[src/rtl/mem_arbiter_pkg.sv]
// Shared definitions for the two-master memory arbiter: width defaults,
// FSM state encodings and read-owner tag encodings.
package mem_arbiter_pkg;

  localparam int AW_DEF = 12;
  localparam int DW_DEF = 64;

  typedef enum logic {
    ST_IDLE        = 1'b0,
    ST_OWN_M1_LOCK = 1'b1
  } state_t;

  typedef enum logic {
    OWN_M0 = 1'b0,
    OWN_M1 = 1'b1
  } owner_t;

endpackage

[src/rtl/mem_arbiter.sv]
// Two-master arbiter in front of a single-port synchronous RAM with m1 bus locking.
// Define MEM_ARB_RR_EN for round-robin arbitration; otherwise m0 has fixed priority.
module mem_arbiter
  import mem_arbiter_pkg::*;
#(
  parameter int AW = AW_DEF,
  parameter int DW = DW_DEF
) (
  input  logic            clk,
  input  logic            rst,
  input  logic            m0_req,
  input  logic            m0_we,
  input  logic [AW-1:0]   m0_addr,
  input  logic [DW-1:0]   m0_wdata,
  input  logic [DW/8-1:0] m0_wstrb,
  input  logic            m1_req,
  input  logic            m1_we,
  input  logic [AW-1:0]   m1_addr,
  input  logic [DW-1:0]   m1_wdata,
  input  logic [DW/8-1:0] m1_wstrb,
  input  logic            m1_lock,
  output logic            m0_gnt,
  output logic            m1_gnt,
  output logic            m0_rvalid,
  output logic            m1_rvalid,
  output logic [DW-1:0]   m0_rdata,
  output logic [DW-1:0]   m1_rdata,
  output logic            ram_ce,
  output logic            ram_we,
  output logic [AW-1:0]   ram_addr,
  output logic [DW-1:0]   ram_wdata,
  output logic [DW/8-1:0] ram_wstrb,
  input  logic [DW-1:0]   ram_rdata
);

  state_t        state_reg, state_next;
  owner_t        owner_reg;
  logic          rd_pending_reg;
  logic [DW-1:0] m0_hold_reg, m1_hold_reg;

`ifdef MEM_ARB_RR_EN
  // Last master granted; reset to m1 so that m0 wins the first contention.
  owner_t last_reg;

  always_ff @(posedge clk or negedge rst) begin
    if (!rst) begin
      last_reg <= OWN_M1;
    end else if (m0_gnt || m1_gnt) begin
      last_reg <= m1_gnt ? OWN_M1 : OWN_M0;
    end
  end
`endif

  always_ff @(posedge clk or negedge rst) begin
    if (!rst) begin
      state_reg <= ST_IDLE;
    end else begin
      state_reg <= state_next;
    end
  end

  // Grants are gated by reset so nothing is accepted while rst is low.
  always_comb begin
    m0_gnt     = 1'b0;
    m1_gnt     = 1'b0;
    state_next = state_reg;
    if (rst) begin
      case (state_reg)
        ST_IDLE: begin
          if (m0_req && m1_req) begin
`ifdef MEM_ARB_RR_EN
            if (last_reg == OWN_M0) m1_gnt = 1'b1;
            else                    m0_gnt = 1'b1;
`else
            m0_gnt = 1'b1;
`endif
          end else if (m0_req) begin
            m0_gnt = 1'b1;
          end else if (m1_req) begin
            m1_gnt = 1'b1;
          end
          if (m1_gnt && m1_lock) state_next = ST_OWN_M1_LOCK;
        end
        ST_OWN_M1_LOCK: begin
          m1_gnt = m1_req;
          if (!m1_lock) state_next = ST_IDLE;
        end
        default: state_next = ST_IDLE;
      endcase
    end
  end

  always_comb begin
    ram_ce    = 1'b0;
    ram_we    = 1'b0;
    ram_addr  = '0;
    ram_wdata = '0;
    ram_wstrb = '0;
    if (m0_gnt) begin
      ram_ce    = 1'b1;
      ram_we    = m0_we;
      ram_addr  = m0_addr;
      ram_wdata = m0_wdata;
      ram_wstrb = m0_wstrb;
    end else if (m1_gnt) begin
      ram_ce    = 1'b1;
      ram_we    = m1_we;
      ram_addr  = m1_addr;
      ram_wdata = m1_wdata;
      ram_wstrb = m1_wstrb;
    end
  end

  // Owner tag is captured with the read so the return can be steered next cycle.
  always_ff @(posedge clk or negedge rst) begin
    if (!rst) begin
      rd_pending_reg <= 1'b0;
      owner_reg      <= OWN_M0;
    end else begin
      rd_pending_reg <= ram_ce && !ram_we;
      if (ram_ce) owner_reg <= m1_gnt ? OWN_M1 : OWN_M0;
    end
  end

  assign m0_rvalid = rd_pending_reg && (owner_reg == OWN_M0);
  assign m1_rvalid = rd_pending_reg && (owner_reg == OWN_M1);

  always_ff @(posedge clk or negedge rst) begin
    if (!rst) begin
      m0_hold_reg <= '0;
      m1_hold_reg <= '0;
    end else begin
      if (m0_rvalid) m0_hold_reg <= ram_rdata;
      if (m1_rvalid) m1_hold_reg <= ram_rdata;
    end
  end

  assign m0_rdata = m0_rvalid ? ram_rdata : m0_hold_reg;
  assign m1_rdata = m1_rvalid ? ram_rdata : m1_hold_reg;

endmodule

[config.mk]
export PLATFORM = sky130hd
export DESIGN_NAME = mem_arbiter
export DESIGN_NICKNAME = d
export VERILOG_FILES = /design/src/rtl/mem_arbiter_pkg.sv /design/src/rtl/mem_arbiter.sv
export SDC_FILE = /design/constraint.sdc
export NUM_CORES = 1
export LEC_CHECK = 0
export CAP_MARGIN = 20
export CORE_AREA = 2 2 180 182
export CTS_BUF_LIST = sky130_fd_sc_hd__clkbuf_4 sky130_fd_sc_hd__clkbuf_8
export DETAILED_ROUTE_END_ITERATION = 8
export DIE_AREA = 0 0 182 184
export PLACE_DENSITY = 0.57
export SYNTH_ARGS = -nofsm -noshare
export SYNTH_HDL_FRONTEND = slang
export SYNTH_SLANG_ARGS = --single-unit
[constraint.sdc]
create_clock -name clk -period 1.35 [get_ports clk]
set_input_delay 0.135 -clock clk [delete_from_list [all_inputs] [get_ports clk]]
set_output_delay 0.135 -clock clk [all_outputs]
set_load 0.05 [all_outputs]
* After elaboration in Yosys (flattened, before gate mapping)
Cells that the tools add are included.
Cells by class: multiplexer cells 26, bitwise logic cells 2, reductions and logical operators 6
Operator list (number):
- 64-bit 2-to-1 mux | 4
- 12-bit 2-to-1 mux | 2
- 1-bit 2-to-1 mux | 16
- 8-bit 2-to-1 mux | 2
- 1-bit logical AND | 5
- 1-bit case mux with 2 select lines | 2
- 1-bit NOT | 2
- 1-bit zero test | 1
Word-level totals: register bits after elaboration 131, input bits 239, output and inout port bits 218, word-level logic and storage cells 39

* Longest topological paths before layout
depth after elaboration 11, mapped depth 6, gate-level depth less buffers 3

* Worst setup path after synthesis
Ideal clock, no wire load.
kind register to output, start register state_reg, end output ram_wdata[0], arrival 1.974 ns, required time 1.215 ns, setup slack -0.759 ns, cell stages (with the launch flop) 6, path buffers 2, cells stage by stage dfrtp_1 > nor2b_1 > buf_2 > buf_2 > nand2_1 > a21boi_0
Between the ends: longest elaborated chain between the ends 5, elaborated cells on any way between the ends 7, those cells by class mux: 6; bitwise: 1
Ends and longest elaborated chain:
- from (decl) | RTL line mem_arbiter.sv:36 | state_t state_reg, state_next;
- from (signal assigned) | RTL line mem_arbiter.sv:58 | state_reg <= state_next;
- 1-bit NOT
- 1-bit case mux with 2 select lines | RTL line mem_arbiter.sv:68 | case (state_reg)
- 1-bit 2-to-1 mux | RTL line mem_arbiter.sv:67 | if (rst) begin
- 64-bit 2-to-1 mux | RTL line mem_arbiter.sv:105 | end else if (m1_gnt) begin
- 64-bit 2-to-1 mux * | RTL line mem_arbiter.sv:99 | if (m0_gnt) begin
- to (decl) | RTL line mem_arbiter.sv:31 | output logic [DW-1:0] ram_wdata,
Mark *: on every way between the ends. The rest lies on a longest branch, timed or not.

* Worst setup path after layout
start register state_reg, end output ram_wdata[15]
The elaborated chain is that of the path after synthesis.

==> metrics.md <==
| Metric | Value |
|---|---|
| Status | finished, violations left |
| Failing checks | negative setup slack |
| Die W | 182 µm |
| IO buf count | 456 |
| DR vias | 6676 |
| EDFF count, synth | 0 |
| Post-synth top flop | dfrtp_1 |
| Util after Layout | 0.517 |
| Ant diodes | 0 |
| CP Capture Type | primary output |
| Antenna violations before repair | 0 |
| CP Data Arrival Time | 1.90 ns |
| CP Launch Type | register |
| RSZ-0062 raised after global routing | true |
| Critical Path Slowest Stage Cell | dfrtp_2 |
| LEAKAGE | 7.22 nW |
| Core Region | 31400 µm² |
| Dominant delay contributor by cell family on the critical path | flip-flops |
| Worst-path maximum fanout | 6 |
| ANT nets after route | 0 |
| Worst IR drop on VDD | 727 µV |
| Actual slew at the worst max-slew pin | 0.579 ns |
| TritonRoute pass-1 iters | 4 |
| Register area | 3280 µm² |
| Via count of the first global-routing pass | 7238 |
| Ports | 457 |
| TritonCTS clock tree | done |
| Seq/Total Area, Yosys | 0.485 |
| Synth Cell Area | 6770 µm² |
| Area grow syn2layout | 140% |
| Setup Skew | 0.00837 ns |
| Design Area, Final | 16200 µm² |
| Yosys top cell by area | dfrtp_1 |
| Effective utilization at floorplan | 0.216 |
| Worst Path Required | 1.22 ns |
| Post-synth top area share | 0.485 |
| Rows | 65 |
| GRT Total Usage | 0.178 |
| Slew headroom | 0.614 |
| Full die area | 33500 µm² |
| Period minus WS final | 2.03 ns |
| Post-synth top cells | dfrtp_1, nand2_1, nand3_1 |
| WL final | 31.8 mm |
| Worst Hold Class | in -> reg |
| Distinct cell type count of the synthesized netlist | 23 |
| Synth Register Bits | 131 |
| Synth Instances | 586 |
| Total CTS buffers | 17 |
| Final Hold Fails | 0 |
| Count leader, synth | dfrtp_1 |
| Crit-path cells | nand2b_4 -> buf_12 -> buf_16 -> nand3_2 -> a21boi_4 -> buf_12 |
| Iteration-0 DRC Markers | 211 |
| Syn. warnings | 0 |
| GRT overflow | 0 |
| Sink Count | 131 |
| Slowest stage delay, CP | 0.45 ns |
| Critical path type | reg -> out |
| CTS Root Cell | clkbuf_8 |
| DR WL/cell | 21.0 µm |
| CTS max path bufs | 2 |
| Via density | 4.40 |
| Reg clk slew, reported paths | 0.08 ns |
| Tcrit/Tclk final | 1.50 |
| Fin. max-slew vios | 0 |
| Setup TNS Final | -137.67 ns |
| First-pass GRT wire length | 44.7 mm |
| Power per cell area | 1500 nW/µm² |
| DRC Markers | 0 |
| Ranking of synthesized cells by area | dfrtp_1, mux2_2, mux2_4, nand3_1, a21boi_0 |
| Largest net degree at the start of global routing | 70 |
| PnR worst setup slack | -0.681 ns |
| Max cap viols | 0 |
| DP Worst Slack | -0.514 ns |
| Max H-tree Level | 4 |
| Gpl congestion | 0.828 |
| FMAX | 0.492 GHz |
| Syn_nets | 825 |
| Layout Nets | 1342 |
| Die Span Y | 184 µm |
| Area of the multi-input gates | 4860 µm² |
| Fillers | 2640 |
| Share of layout cells above drive strength 1 | 0.591 |
| Hold Slack | 0.243 ns |
| Synth Area per Inst | 11.5 µm² |
| Async set or reset register ratio after synthesis | 1.00 |
| DP HPWL | 24.1 mm |
| Dpl cell area | 14600 µm² |
| Number of buffers and inverters on the critical path | 3 |
| Worst-Skew Late Latency | 0.45 ns |
| Setup violations, final | 266 |
| Cell mode on critical path | buf_12 |
==> path summary, 6_finish.rpt <==
kind,start,to,slack [ns],cells past startpoint
setup / recovery,state_reg$_DFFE_PN0P_,ram_wdata[15],-0.68,6
hold / removal,rst,owner_reg$_DFFE_PN0P_,0.24,3
setup reg to reg,owner_reg$_DFFE_PN0P_,m0_hold_reg[33]$_DFF_PN0_,-0.16,5
hold reg to reg,m1_hold_reg[29]$_DFF_PN0_,m1_hold_reg[29]$_DFF_PN0_,0.50,1
max in group asynchronous,rst,m1_hold_reg[42]$_DFF_PN0_,0.04,4
min in group asynchronous,rst,m0_hold_reg[12]$_DFF_PN0_,0.73,3
==> through the flow <==
step	power (W)	std cells
3_3_place_gp	0.0203	1452
2_1_floorplan	0.0144	586
5_1_grt	0.0253	1518
6_report	0.0244	1518
3_5_place_dp	0.0204	1452
4_1_cts	0.0242	1504
==> cells by family (layout without fill, tap and decap cells) <==
logic type | after synthesis | count (layout) | synth area share
AND/OR/NAND/NOR | 181 | 182 | 0.119
multiplexers | 128 | 128 | 0.240
AO/OA/AOI/OAI | 89 | 89 | 0.0986
flip-flops | 131 | 131 | 0.485
buffers and inverters | 57 | 586 | 0.0573
==> final cells by class <==
class                           count  share of cell area
Sequential cell                   131               0.202
Multi-Input combinational cell    399               0.299
Inverter                            3            0.000694
Timing Repair Buffer              551               0.444
Clock buffer                       19              0.0161
Clock inverter                     13             0.00678
Tap cell                          402              0.0310
==> layout by cell type, fill, tap and decap left out, drive strengths merged, types with 2 or more instances in the layout <==
cell type and instances:
clkbuf 26, clkdlybuf4s50 236, buf 307, nand2b 3, mux2 128, dfrtp 131
nand3 85, nand2 87, clkinv 6, inv 4, nor2 4, a21boi 85
clkinvlp 5, o21a 2
==> timing repair <==
action                                  CTS  global route
hold buffers                              1             0
endpoints found under the hold margin    32             0
endpoints found under the setup margin  259           322
pin swaps                                17            44
setup buffers                            15            11
resized for setup                       116            93
cloned                                    4             7
==> power by group <==
part,switching [W],leakage (nW),internal [W]
registers,0.000355,1.53,0.00521
logic,0.00860,5.51,0.00704
clock network,0.00161,0.180,0.00154
==> worst min-delay path: stages <==
cell	delay (ns)
clkbuf_8	0.20
and2_4	0.20
nor2_1	0.09
==> per-layer routing <==
layer | wire [µm] | track usage
met3 | 2270 | 0.0563
met2 | 16500 | 0.321
met4 | 1050 | 0.0684
met5 | 0 | 0
met1 | 12000 | 0.195
No activity file was read; power rests on OpenSTA's default activity.
